===== config.mk =====
export PLATFORM = sky130hd
export DESIGN_NAME = adc_capture_nch
export DESIGN_NICKNAME = d
export VERILOG_FILES = /design/src/rtl/adc_capture_nch.sv
export SDC_FILE = /design/constraint.sdc
export NUM_CORES = 1
export LEC_CHECK = 0
export BUFFER_PORTS_ARGS = -buffer_cell sky130_fd_sc_hd__buf_2
export CAP_MARGIN = 20
export CORE_AREA = 2 2 144 146
export CTS_CLUSTER_SIZE = 12
export DETAILED_ROUTE_END_ITERATION = 12
export DIE_AREA = 0 0 146 148
export PLACE_DENSITY = 0.78
export SLEW_MARGIN = 20
export SYNTH_ARGS = -nofsm -noshare
export SYNTH_HDL_FRONTEND = slang
export SYNTH_SLANG_ARGS = --single-unit

===== constraint.sdc =====
create_clock -name clk -period 5.5 [get_ports clk]
set_input_delay 0.275 -clock clk [delete_from_list [all_inputs] [get_ports clk]]
set_output_delay 0.275 -clock clk [all_outputs]
set_load 0.02 [all_outputs]

===== src/rtl/adc_capture_nch.sv =====
// N-channel ADC capture: format conversion, offset subtract with saturation,
// optional 2^k block averaging and sticky per-channel over-range flags.
module adc_capture_nch #(
    parameter int unsigned N_CH         = 2,
    parameter int unsigned IN_W         = 14,
    parameter int unsigned OUT_W        = 16,
    parameter int unsigned AVG_MAX_LOG2 = 4
) (
    input  logic                    clk,
    input  logic                    rst,
    input  logic [N_CH*IN_W-1:0]    adc_d,
    input  logic [N_CH-1:0]         adc_dv,
    input  logic                    fmt_offset_bin,
    input  logic [N_CH*OUT_W-1:0]   offset,
    input  logic [2:0]              avg_log2,
    input  logic [N_CH-1:0]         ch_en,
    input  logic                    clr_ovr,
    output logic [N_CH*OUT_W-1:0]   dout,
    output logic [N_CH-1:0]         dout_valid,
    output logic [N_CH-1:0]         ovr
);

    localparam int unsigned AW = OUT_W + AVG_MAX_LOG2;
    localparam int unsigned CW = AVG_MAX_LOG2 + 1;
    localparam logic [OUT_W+1:0] DMAX = {3'b000, {(OUT_W-1){1'b1}}};
    localparam logic [OUT_W+1:0] DMIN = {3'b111, {(OUT_W-1){1'b0}}};
    localparam logic [IN_W-1:0] CODE_MIN = {1'b1, {(IN_W-1){1'b0}}};
    localparam logic [IN_W-1:0] CODE_MAX = {1'b0, {(IN_W-1){1'b1}}};
    localparam logic [2:0] K_MAX = 3'(AVG_MAX_LOG2);

    logic [2:0] k_in, k_q, k_eff;
    logic       k_chg;

    assign k_in  = (avg_log2 > K_MAX) ? K_MAX : avg_log2;
    assign k_chg = (k_in != k_q);
    // A sample landing in S3 on the change edge opens the new block under the new k.
    assign k_eff = k_chg ? k_in : k_q;

    always_ff @(posedge clk or posedge rst) begin
        if (rst) begin
            k_q <= '0;
        end else begin
            k_q <= k_in;
        end
    end

    for (genvar c = 0; c < N_CH; c++) begin : g_ch
        logic [IN_W-1:0]         code;
        logic                    accept, raw_ev;
        logic [OUT_W:0]          s1_d, s1_q;
        logic                    s1_vld_q, s1_ovr_q;
        logic [OUT_W-1:0]        off;
        logic signed [OUT_W+1:0] diff;
        logic                    sat_hi, sat_lo;
        logic [OUT_W-1:0]        s2_d, s2_q;
        logic                    s2_vld_q, s2_sat_q;
        logic [AW-1:0]           acc_q, acc_base, sum;
        logic signed [AW-1:0]    avg;
        logic [CW-1:0]           cnt_q, cnt_base, cnt_nxt;
        logic                    done;
        logic [OUT_W-1:0]        dout_q;
        logic                    dv_q, ovr_q, ovr_d;

        always_comb begin
            code           = adc_d[c*IN_W +: IN_W];
            code[IN_W-1]   = code[IN_W-1] ^ fmt_offset_bin;
            accept         = adc_dv[c] & ch_en[c];
            raw_ev         = (code == CODE_MIN) || (code == CODE_MAX);
            s1_d           = {{(OUT_W+1-IN_W){code[IN_W-1]}}, code};

            off            = offset[c*OUT_W +: OUT_W];
            diff           = $signed({s1_q[OUT_W], s1_q}) - $signed({{2{off[OUT_W-1]}}, off});
            sat_hi         = diff > $signed(DMAX);
            sat_lo         = diff < $signed(DMIN);
            if (sat_hi) begin
                s2_d = DMAX[OUT_W-1:0];
            end else if (sat_lo) begin
                s2_d = DMIN[OUT_W-1:0];
            end else begin
                s2_d = diff[OUT_W-1:0];
            end

            acc_base       = k_chg ? '0 : acc_q;
            cnt_base       = k_chg ? '0 : cnt_q;
            sum            = acc_base + AW'($signed(s2_q));
            cnt_nxt        = cnt_base + CW'(1);
            done           = s2_vld_q && (cnt_nxt == (CW'(1) << k_eff));
            avg            = $signed(sum) >>> k_eff;

            // Set wins over clear.
            ovr_d          = (ovr_q & ~clr_ovr) | (s1_vld_q & s1_ovr_q) | s2_sat_q;
        end

        always_ff @(posedge clk or posedge rst) begin
            if (rst) begin
                s1_q     <= '0;
                s1_vld_q <= 1'b0;
                s1_ovr_q <= 1'b0;
                s2_q     <= '0;
                s2_vld_q <= 1'b0;
                s2_sat_q <= 1'b0;
                acc_q    <= '0;
                cnt_q    <= '0;
                dout_q   <= '0;
                dv_q     <= 1'b0;
                ovr_q    <= 1'b0;
            end else begin
                ovr_q    <= ovr_d;
                s1_vld_q <= accept;
                if (accept) begin
                    s1_q     <= s1_d;
                    s1_ovr_q <= raw_ev;
                end
                s2_vld_q <= s1_vld_q & ch_en[c];
                s2_sat_q <= s1_vld_q & ch_en[c] & (sat_hi | sat_lo);
                if (s1_vld_q) begin
                    s2_q <= s2_d;
                end
                dv_q <= 1'b0;
                if (!ch_en[c]) begin
                    acc_q <= '0;
                    cnt_q <= '0;
                end else if (done) begin
                    acc_q  <= '0;
                    cnt_q  <= '0;
                    dout_q <= OUT_W'(avg);
                    dv_q   <= 1'b1;
                end else if (s2_vld_q) begin
                    acc_q <= sum;
                    cnt_q <= cnt_nxt;
                end else begin
                    acc_q <= acc_base;
                    cnt_q <= cnt_base;
                end
            end
        end

        assign dout[c*OUT_W +: OUT_W] = dout_q;
        assign dout_valid[c]          = dv_q;
        assign ovr[c]                 = ovr_q;
    end

endmodule


Word level (Yosys, flattened, before mapping)

Cells that the tools add are included.

Mux-type cells: 26
Equal/unequal tests: 7
$mul: 0
Shift-type cells: 3
Div/mod/pow operators: 0
Add/subtract/negate cells: 6
Reductions and logical operators: 6
Magnitude comparators: 5
Bitwise gates (word level): 19

Operator list:

| cell                                                                    | number |
|---|---|
| 20-bit two-way mux                                                      | 8 |
| 16-bit two-way mux                                                      | 4 |
| 20-bit adder                                                            | 2 |
| 5-bit two-way mux                                                       | 8 |
| 20-bit by 3-bit >>> shifter with 16-bit output                          | 2 |
| 17-bit by 16-bit > comparator with 1-bit output (second input constant) | 2 |
| 17-bit by 16-bit < comparator with 1-bit output (second input constant) | 2 |
| 14-bit by 16-bit subtractor with 17-bit output                          | 2 |
| 14-bit by 13-bit == test with 1-bit output (second input constant)      | 2 |
| 14-bit == test (second input constant)                                  | 2 |
| 5-bit by 1-bit adder with 5-bit output (second input constant)          | 2 |
| 1-bit bitwise AND                                                       | 10 |
| 5-bit == test                                                           | 2 |
| 3-bit two-way mux                                                       | 2 |
| 1-bit bitwise OR                                                        | 6 |
| 1-bit by 3-bit << shifter with 5-bit output (first input constant)      | 1 |
| 1-bit two-way mux                                                       | 4 |
| 2-bit AND reduction                                                     | 2 |
| 3-bit > comparator (second input constant)                              | 1 |
| 3-bit inequality test                                                   | 1 |
| 1-bit logical AND                                                       | 2 |
| 1-bit logical OR                                                        | 2 |
| 1-bit bitwise XOR                                                       | 2 |
| 1-bit inverter                                                          | 1 |

Bits in read-only memories: 0
Memory bits (writable): 0
Bits in latches: 0
Logic and storage cells: 95
Memories kept: 0
Output and inout bits: 36
Register bits after elaboration: 157

Longest topological paths before layout

Gate-level depths: netlist of run 1.

Word-level depth: 9
Gate-level depth with buffers: 21

Worst setup path after synthesis of run 1

No wires, ideal clock.

Path kind: input to register
Start: input port avg_log2[2]
End: register g_ch[0].dout_q[7]
Library setup time: 0.132 ns
Arrival time: 4.214 ns
Required time: 5.368 ns
Stages on the path: 20
Slack: 1.155 ns
Buffers on the path: 5
Cell sequence: buf_2 > and4bb_2 > a31o_4 > buf_2 > buf_2 > clkbuf_1 > clkbuf_1 > and2_1 > ha_1 > inv_1 > fa_1 > nor2b_1 > maj3_1 > a211o_1 > o21ai_0 > o221ai_1 > xnor2_1 > mux4_2 > mux2i_1 > o21ai_1

Longest elaborated chain between the ends: 8
Elaborated cells between the ends (all ways): 13
Those cells by class: 2 x add/sub; 1 x order compare; 2 x eq/ne; 2 x shift; 4 x mux; 2 x reduce/logical

RTL lines:

| element                                              | line | source |
|---|---|---|
| start, declared                                      | 15   | `input logic [2:0] avg_log2,` |
| 3-bit > comparator                                   | 34   | `assign k_in = (avg_log2 > K_MAX) ? K_MAX : avg_log2;` |
| 3-bit two-way mux *                                  | 34   |  |
| branches (longest 6 deep; another with 20-bit adder) | --   |  |
| end signal, assigned                                 | 126  | `dout_q <= OUT_W'(avg);` |
| end, declared                                        | 61   | `logic [OUT_W-1:0] dout_q;` |

Every way passes the cells marked *.
A chain may end at the register's enable or synchronous reset.

Final worst setup path of run 1

Start: register k_q[1]
End: register g_ch[1].dout_q[14]

Longest elaborated chain between the ends: 6
Elaborated cells between the ends (all ways): 11
Those cells by class: 2 x add/sub; 2 x eq/ne; 2 x shift; 3 x mux; 2 x reduce/logical

RTL lines:

| element                                              | line | source |
|---|---|---|
| start, declared                                      | 31   | `logic [2:0] k_in, k_q, k_eff;` |
| start signal, assigned                               | 43   | `k_q <= k_in;` |
| branches (longest 6 deep; another with 20-bit adder) | --   |  |
| end signal, assigned                                 | 126  |  |
| end, declared                                        | 61   |  |

Parallel ways; which one is timed is not known.

==> results of run 1 <==
## cell families (layout without fill, tap and decap cells)
group,count (synthesis),in the layout,share of synthesized area [%]
AO/OA/AOI/OAI,368,368,21.0
XOR/XNOR,76,76,5.62
adder cells (fa/ha/maj),88,88,9.21
buffers and inverters,174,247,5.70
flip-flops,157,157,33.2
multiplexers,83,83,7.80
AND/OR/NAND/NOR,438,438,17.5
## worst register-to-register path, delay by kind of cell, from the launching register on
family | cells | cell delay (ps)
flops | 1 | 390
xor+xnor | 1 | 370
buf+inv | 1 | 50
fa+ha+maj | 2 | 590
simple gates | 4 | 920
compound gates | 8 | 2240
## registers in the layout, summed over array words and instances, names as in the netlist
| signal | count |
|---|---|
| g_ch.s1_q | 28 |
| g_ch.s2_vld_q | 2 |
| g_ch.dout_q | 32 |
| g_ch.ovr_q | 2 |
| g_ch.s2_q | 32 |
| k_q | 3 |
| g_ch.acc_q | 40 |
| g_ch.s2_sat_q | 2 |
| g_ch.s1_ovr_q | 2 |
| g_ch.cnt_q | 10 |
| g_ch.s1_vld_q | 2 |
| g_ch.dv_q | 2 |
## cell type report
class                           instances  area share (%)
Multi-Input combinational cell       1053            55.2
Sequential cell                       157            29.9
Timing Repair Buffer                  115            4.56
Clock buffer                           19            3.38
Inverter                              100            2.90
Tap cell                              270            2.58
Clock inverter                         13            1.41
## cells in the mapped netlist (all sizes together) (16+ instances only)
cell / instances
a211oi: 19
a21o: 22
a21oi: 84
and2: 45
clkbuf: 61
dfrtp: 157
ha: 68
inv: 98
maj3: 16
mux2: 45
mux2i: 35
nand2: 122
nand3: 25
nand4: 17
nor2: 125
nor3: 35
o21a: 18
o21ai: 89
o221ai: 17
o22ai: 24
xnor2: 52
xor2: 24
## worst paths after layout
check                                endpoint  slack (ps)  cells after the start
max                        g_ch[1].dout_q[14]         820                     16
min                           g_ch[1].s1_q[0]          60                      2
max reg2reg                g_ch[1].dout_q[14]         820                     16
min reg2reg                 g_ch[0].dout_q[0]         470                      1
max in group asynchronous   g_ch[0].acc_q[17]        4230                      3
min in group clk              g_ch[0].s1_q[1]          90                      3
## stage by stage
stage | util (%) | area, µm² | power, mW | hold WS [ps] | worst slack (ps)
3_3_place_gp | 62.3 | 12500 | 3.26 | 450 | 831
6_report | 65.5 | 13100 | 4.58 | 63.4 | 820
4_1_cts | 65.5 | 13100 | 4.57 | 69.5 | 891
5_1_grt | 65.5 | 13100 | 4.88 | 96.3 | 598
2_1_floorplan | - | 11900 | 2.85 | 392 | 990
3_5_place_dp | 62.3 | 12500 | 3.29 | 434 | 701
## report_power, final
part           switching, mW  internal [mW]  total (mW)
clock                  0.489          0.774        1.26
combinational           1.10          0.734        1.83
sequential             0.153           1.34        1.49
total                   1.74           2.84        4.58
## metal layers
layer	vias to the layer above	part of all wire [%]	global-route usage, %
met5	-	0	0
met4	0	1.8	7.38
met3	44	6.6	4.10
met2	390	42	39.5
met1	4839	49	41.0
li1	5070	-	-
==> flow_metrics.env, run 1 <==
export IMPL_cts_tree="yes"
export IMPL_synth_area_per_cell_um2=8.56
export IMPL_irDropWorstVdd_mv=0.208
export IMPL_worstPathRequired_ps=5790
export IMPL_io_buffers=106
export IMPL_power_density_nw_per_um2=349
export IMPL_coreArea_um2=20000
export IMPL_synthesis_area_um2=11900
export IMPL_finalCritPeriodShare_pct=85.1
export IMPL_synth_edf_count=0
export IMPL_numCtsBuffers=17
export IMPL_track_usage_pct=26.8
export IMPL_synth_seq_area_share_pct=33.2
export IMPL_synth_top_area_cell="dfrtp_1"
export IMPL_drive_gt1_share_pct=15.1
export IMPL_synthCells=1384
export IMPL_clk_pin_slew_ps=60
export IMPL_ys_types=79
export IMPL_syn_num_nets=1527
export IMPL_dp_cells=1695
export IMPL_hpwl_um=20800
export IMPL_synth_ff_type="dfrtp_1"
export IMPL_synth_ff_latch_count=157
export IMPL_cts_buffer_depth=2
export IMPL_fin_tns_setup_ps=0
export IMPL_startpoint="k_q[1]"
export IMPL_fillers=1708
export IMPL_die_area_um2=21600
export IMPL_cts_root_buf="clkbuf_16"
export IMPL_die_x_um=146
export IMPL_seqCellArea_um2=3930
export IMPL_arrival_ps=4970
export IMPL_drt_iter0_markers=833
export IMPL_nets=1587
export IMPL_cp_slowest_stage_delay_ps=500
export IMPL_async_flop_share_pct=100
export IMPL_rr_startpoint="k_q[1]"
export IMPL_cap_violations=0
export IMPL_min_path_type="in -> async"
export IMPL_maxSlewViolCount=0
export IMPL_max_slew_margin_pct=29.1
export IMPL_h_tree_depth=4
export IMPL_worst_pin_slew_ps=1060
export IMPL_postCtsSetupRepairBufs=0
export IMPL_yosys_area_top_type_share_pct=33.2
export IMPL_crit_chain="xnor2_1, a31o_4, and2_1, ha_1, inv_1, fa_1, nor2b_1, a21oi_1, nor3_1, o31ai_2, a211oi_2, nor2_1, o311a_1, a311oi_1, o221a_2, o21ai_1"
export IMPL_critPathKind="reg -> reg"
export IMPL_synth_area_top_cells="dfrtp_1, ha_1, mux2_2, nor2_1, nand2_1"
export IMPL_hold_violations=0
export IMPL_run_status="completed"
export IMPL_holdBufCountCts=0
export IMPL_stdcell_count=1727
export IMPL_die_h_um=148
export IMPL_worst_path_max_fanout=40
export IMPL_end_kind="flop"
export IMPL_routed_wl_um=28300
export IMPL_fmax_mhz=214
export IMPL_initial_core_util_pct=59.1
export IMPL_drc=0
export IMPL_worst_skew_pair_late_latency_ps=430
export IMPL_start_kind="flop"
export IMPL_antenna_found_initial=1
export IMPL_antenna_cells=0
export IMPL_layout_commonest_cell="dfrtp_1"
export IMPL_grt_ovfl_total=0
export IMPL_period_minus_slack_ps=4680
export IMPL_crit_family="compound AO/OA/AOI/OAI gates"
export IMPL_mostFrequentLayoutCells="dfrtp_1, nor2_1, nand2_1, buf_2, inv_1"
export IMPL_vias_per_cell=5.99
export IMPL_cp_slowest_cell="a31o_4"
export IMPL_crit_buf_inv=1
export IMPL_first_pass_iters=5
export IMPL_multiInputGateArea_um2=7250
export IMPL_grt_pass1_vias=9511
export IMPL_rsz0062_at_grt="false"
export IMPL_setup_viol=0
export IMPL_grt_max_degree=108
export IMPL_grt_pass1_wl_um=47800
export IMPL_fin_worst_skew_ps=12.0
export IMPL_cts_resized=0
export IMPL_yosysWarnings=0
export IMPL_num_vias=10300
export IMPL_p_leak_nw=6.15
export IMPL_ant_nets=0
export IMPL_boundaryPins=107
export IMPL_placementRows=52
export IMPL_wl_per_cell_um=16.4
export IMPL_syn2layout_area_growth_pct=10.7
export IMPL_routabilityCongestion=0.902
export IMPL_cts_sinks=157
No activity file was read; power rests on OpenSTA's default activity.
==> run 2: changes to the inputs <==
BUFFER_PORTS_ARGS = -buffer_cell sky130_fd_sc_hd__clkbuf_2   (was -buffer_cell sky130_fd_sc_hd__buf_2)
==> run 2 against run 1 <==
Against the previous run:
- worst hold slack worse by 12 ps
- via count up 0.19%
- sequential cell count unchanged
- critical path depth stayed put
- sequential share of layout area is essentially flat
- global-route usage up 0.051 points
- utilization increased by 0.069 points
- register-to-register slack better by 110 ps
- sequential power about the same
- count of clock-buffer cells in the layout did not move
- wire length up 1.1%
- critical path type unchanged
- highest routed layer unchanged
==> flow_metrics.env, run 2 (same netlist as run 1, synthesis figures left out) <==
export IMPL_drive_gt1_share_pct=15.3
export IMPL_holdBufCountCts=0
export IMPL_die_area_um2=21600
export IMPL_nets=1590
export IMPL_worstPathRequired_ps=5810
export IMPL_clk_pin_slew_ps=70
export IMPL_cp_slowest_stage_delay_ps=480
export IMPL_grt_ovfl_total=0
export IMPL_worst_path_max_fanout=38
export IMPL_routed_wl_um=28600
export IMPL_power_density_nw_per_um2=348
export IMPL_setup_viol=0
export IMPL_mostFrequentLayoutCells="dfrtp_1, nor2_1, nand2_1, clkbuf_2, inv_1"
export IMPL_grtUsageMet2_pct=39.8
export IMPL_grt_use_met1_pct=40.6
export IMPL_cts_root_buf="clkbuf_16"
export IMPL_coreArea_um2=20000
export IMPL_drc=0
export IMPL_stdcell_count=1730
export IMPL_initial_core_util_pct=59.1
export IMPL_run_status="completed"
export IMPL_critPathKind="reg -> reg"
export IMPL_reg_top3="g_ch.acc_q (40), g_ch.dout_q (32), g_ch.s2_q (32)"
export IMPL_worstRegToRegCells=16
export IMPL_grt_pass1_vias=9582
export IMPL_boundaryPins=107
export IMPL_seqPwrFrac_pct=32.8
export IMPL_rr_startpoint="k_q[1]"
export IMPL_rrSetupSlack_ps=930
export IMPL_drt_iter0_markers=718
export IMPL_fin_worst_skew_ps=9.52
export IMPL_die_x_um=146
export IMPL_largest_register="g_ch.acc_q"
export IMPL_cp_slowest_cell="a31o_4"
export IMPL_place_ws_ps=949
export IMPL_dp_cells=1698
export IMPL_timing_final_ws_setup_ps=932
export IMPL_grt_busiest_layer="met1"
export IMPL_max_slew_margin_pct=32.4
export IMPL_postCtsSetupRepairBufs=0
export IMPL_crit_buf_inv=1
export IMPL_holdWs_ps=51.6
export IMPL_period_minus_slack_ps=4570
export IMPL_cts_buffer_depth=2
export IMPL_reg2reg_to="g_ch[1].dout_q[14]"
export IMPL_use_met3_pct=3.80
export IMPL_cap_violations=0
export IMPL_hold_violations=0
export IMPL_cts_sinks=157
export IMPL_worst_skew_pair_late_latency_ps=430
export IMPL_wl_per_cell_um=16.5
export IMPL_irDropWorstVdd_mv=0.228
export IMPL_p_int_mw=2.81
export IMPL_fin_tns_setup_ps=0
export IMPL_start_kind="flop"
export IMPL_worst_pin_slew_ps=1010
export IMPL_p_sw_mw=1.76
export IMPL_antenna_cells=0
export IMPL_hpwl_um=21000
export IMPL_antenna_found_initial=0
export IMPL_p_comb_share_pct=39.9
export IMPL_ant_nets=0
export IMPL_crit_chain="xnor2_1, a31o_4, and2_1, ha_1, inv_1, fa_1, nor2b_1, a21oi_1, nor3_1, o31ai_2, a211oi_2, nor2_1, o311a_1, a311oi_1, o221a_2, o21ai_1"
export IMPL_die_h_um=148
export IMPL_min_path_type="in -> async"
export IMPL_swShare_pct=38.5
export IMPL_vias_per_cell=5.99
export IMPL_num_vias=10400
export IMPL_finalCritPeriodShare_pct=83.1
export IMPL_fmax_mhz=219
export IMPL_routabilityCongestion=0.913
export IMPL_arrival_ps=4880
export IMPL_largest_reg_flops=40
export IMPL_syn2layout_area_growth_pct=10.8
export IMPL_cts_resized=0
export IMPL_grt_max_degree=107
export IMPL_end_kind="flop"
export IMPL_power_frac_clock_pct=27.4
export IMPL_p_leak_nw=6.15
export IMPL_track_usage_pct=26.9
export IMPL_layout_commonest_cell="dfrtp_1"
export IMPL_io_buffers=106
export IMPL_maxSlewViolCount=0
export IMPL_h_tree_depth=4
export IMPL_numCtsBuffers=17
export IMPL_rsz0062_at_grt="false"
export IMPL_grt_pass1_wl_um=47800
export IMPL_first_pass_iters=5
export IMPL_crit_family="compound AO/OA/AOI/OAI gates"
export IMPL_placementRows=52
export IMPL_cts_tree="yes"
[run 2: final cells by class]
cell class | count | area (µm²)
fillers | 1730 | 6910
inverters | 100 | 380
clock inverters | 13 | 176
multi-input cells | 1053 | 7250
flip-flops and latches | 157 | 3930
repair buffers | 118 | 621
well taps | 270 | 338
clock buffers | 19 | 443
[run 2: worst max path at each step]
stage / from / end / cells after the start
6_report: k_q[1] / g_ch[1].dout_q[14] / 16
5_1_grt: k_q[1] / g_ch[1].dout_q[14] / 16
4_1_cts: k_q[1] / g_ch[1].dout_q[14] / 16
3_5_place_dp: avg_log2[2] / g_ch[1].dout_q[14] / 17
3_3_place_gp: avg_log2[2] / g_ch[1].dout_q[14] / 17
2_1_floorplan: rst / g_ch[0].acc_q[0] / 1
[run 2: layer usage]
layer	part of all wire [%]	routed length, µm	up-vias
li1	-	-	5072
met1	49	13900	4860
met2	43	12200	392
met3	6.7	1920	39
met4	1.6	466	0
met5	0	0	-
[run 2: through the flow]
stage	total power, mW	area [µm²]	util [%]
finish	4.57	13100	65.5
global route	4.85	13100	65.5
CTS	4.56	13100	65.5
detailed placement	3.29	12500	62.4
global placement	3.25	12500	62.4
floorplan	2.85	11900	-
[run 2: power by group through the flow]
| stage | registers (mW) | clock network [mW] | logic, mW |
|---|---|---|---|
| 3_5_place_dp | 1.51 | 0 | 1.78 |
| 6_report | 1.50 | 1.25 | 1.82 |
| 3_3_place_gp | 1.51 | 0 | 1.75 |
| 4_1_cts | 1.50 | 1.27 | 1.80 |
| 5_1_grt | 1.52 | 1.32 | 2.01 |
| 2_1_floorplan | 1.48 | 0 | 1.37 |
[run 2: worst register-to-register path, cell delays in order (launching register included)]
cell,delay (ps)
dfrtp_1,390
xnor2_1,350
a31o_4,480
and2_1,240
ha_1,170
inv_1,60
fa_1,440
nor2b_1,170
a21oi_1,50
nor3_1,360
o31ai_2,140
a211oi_2,360
nor2_1,160
o311a_1,370
a311oi_1,410
o221a_2,250
o21ai_1,50
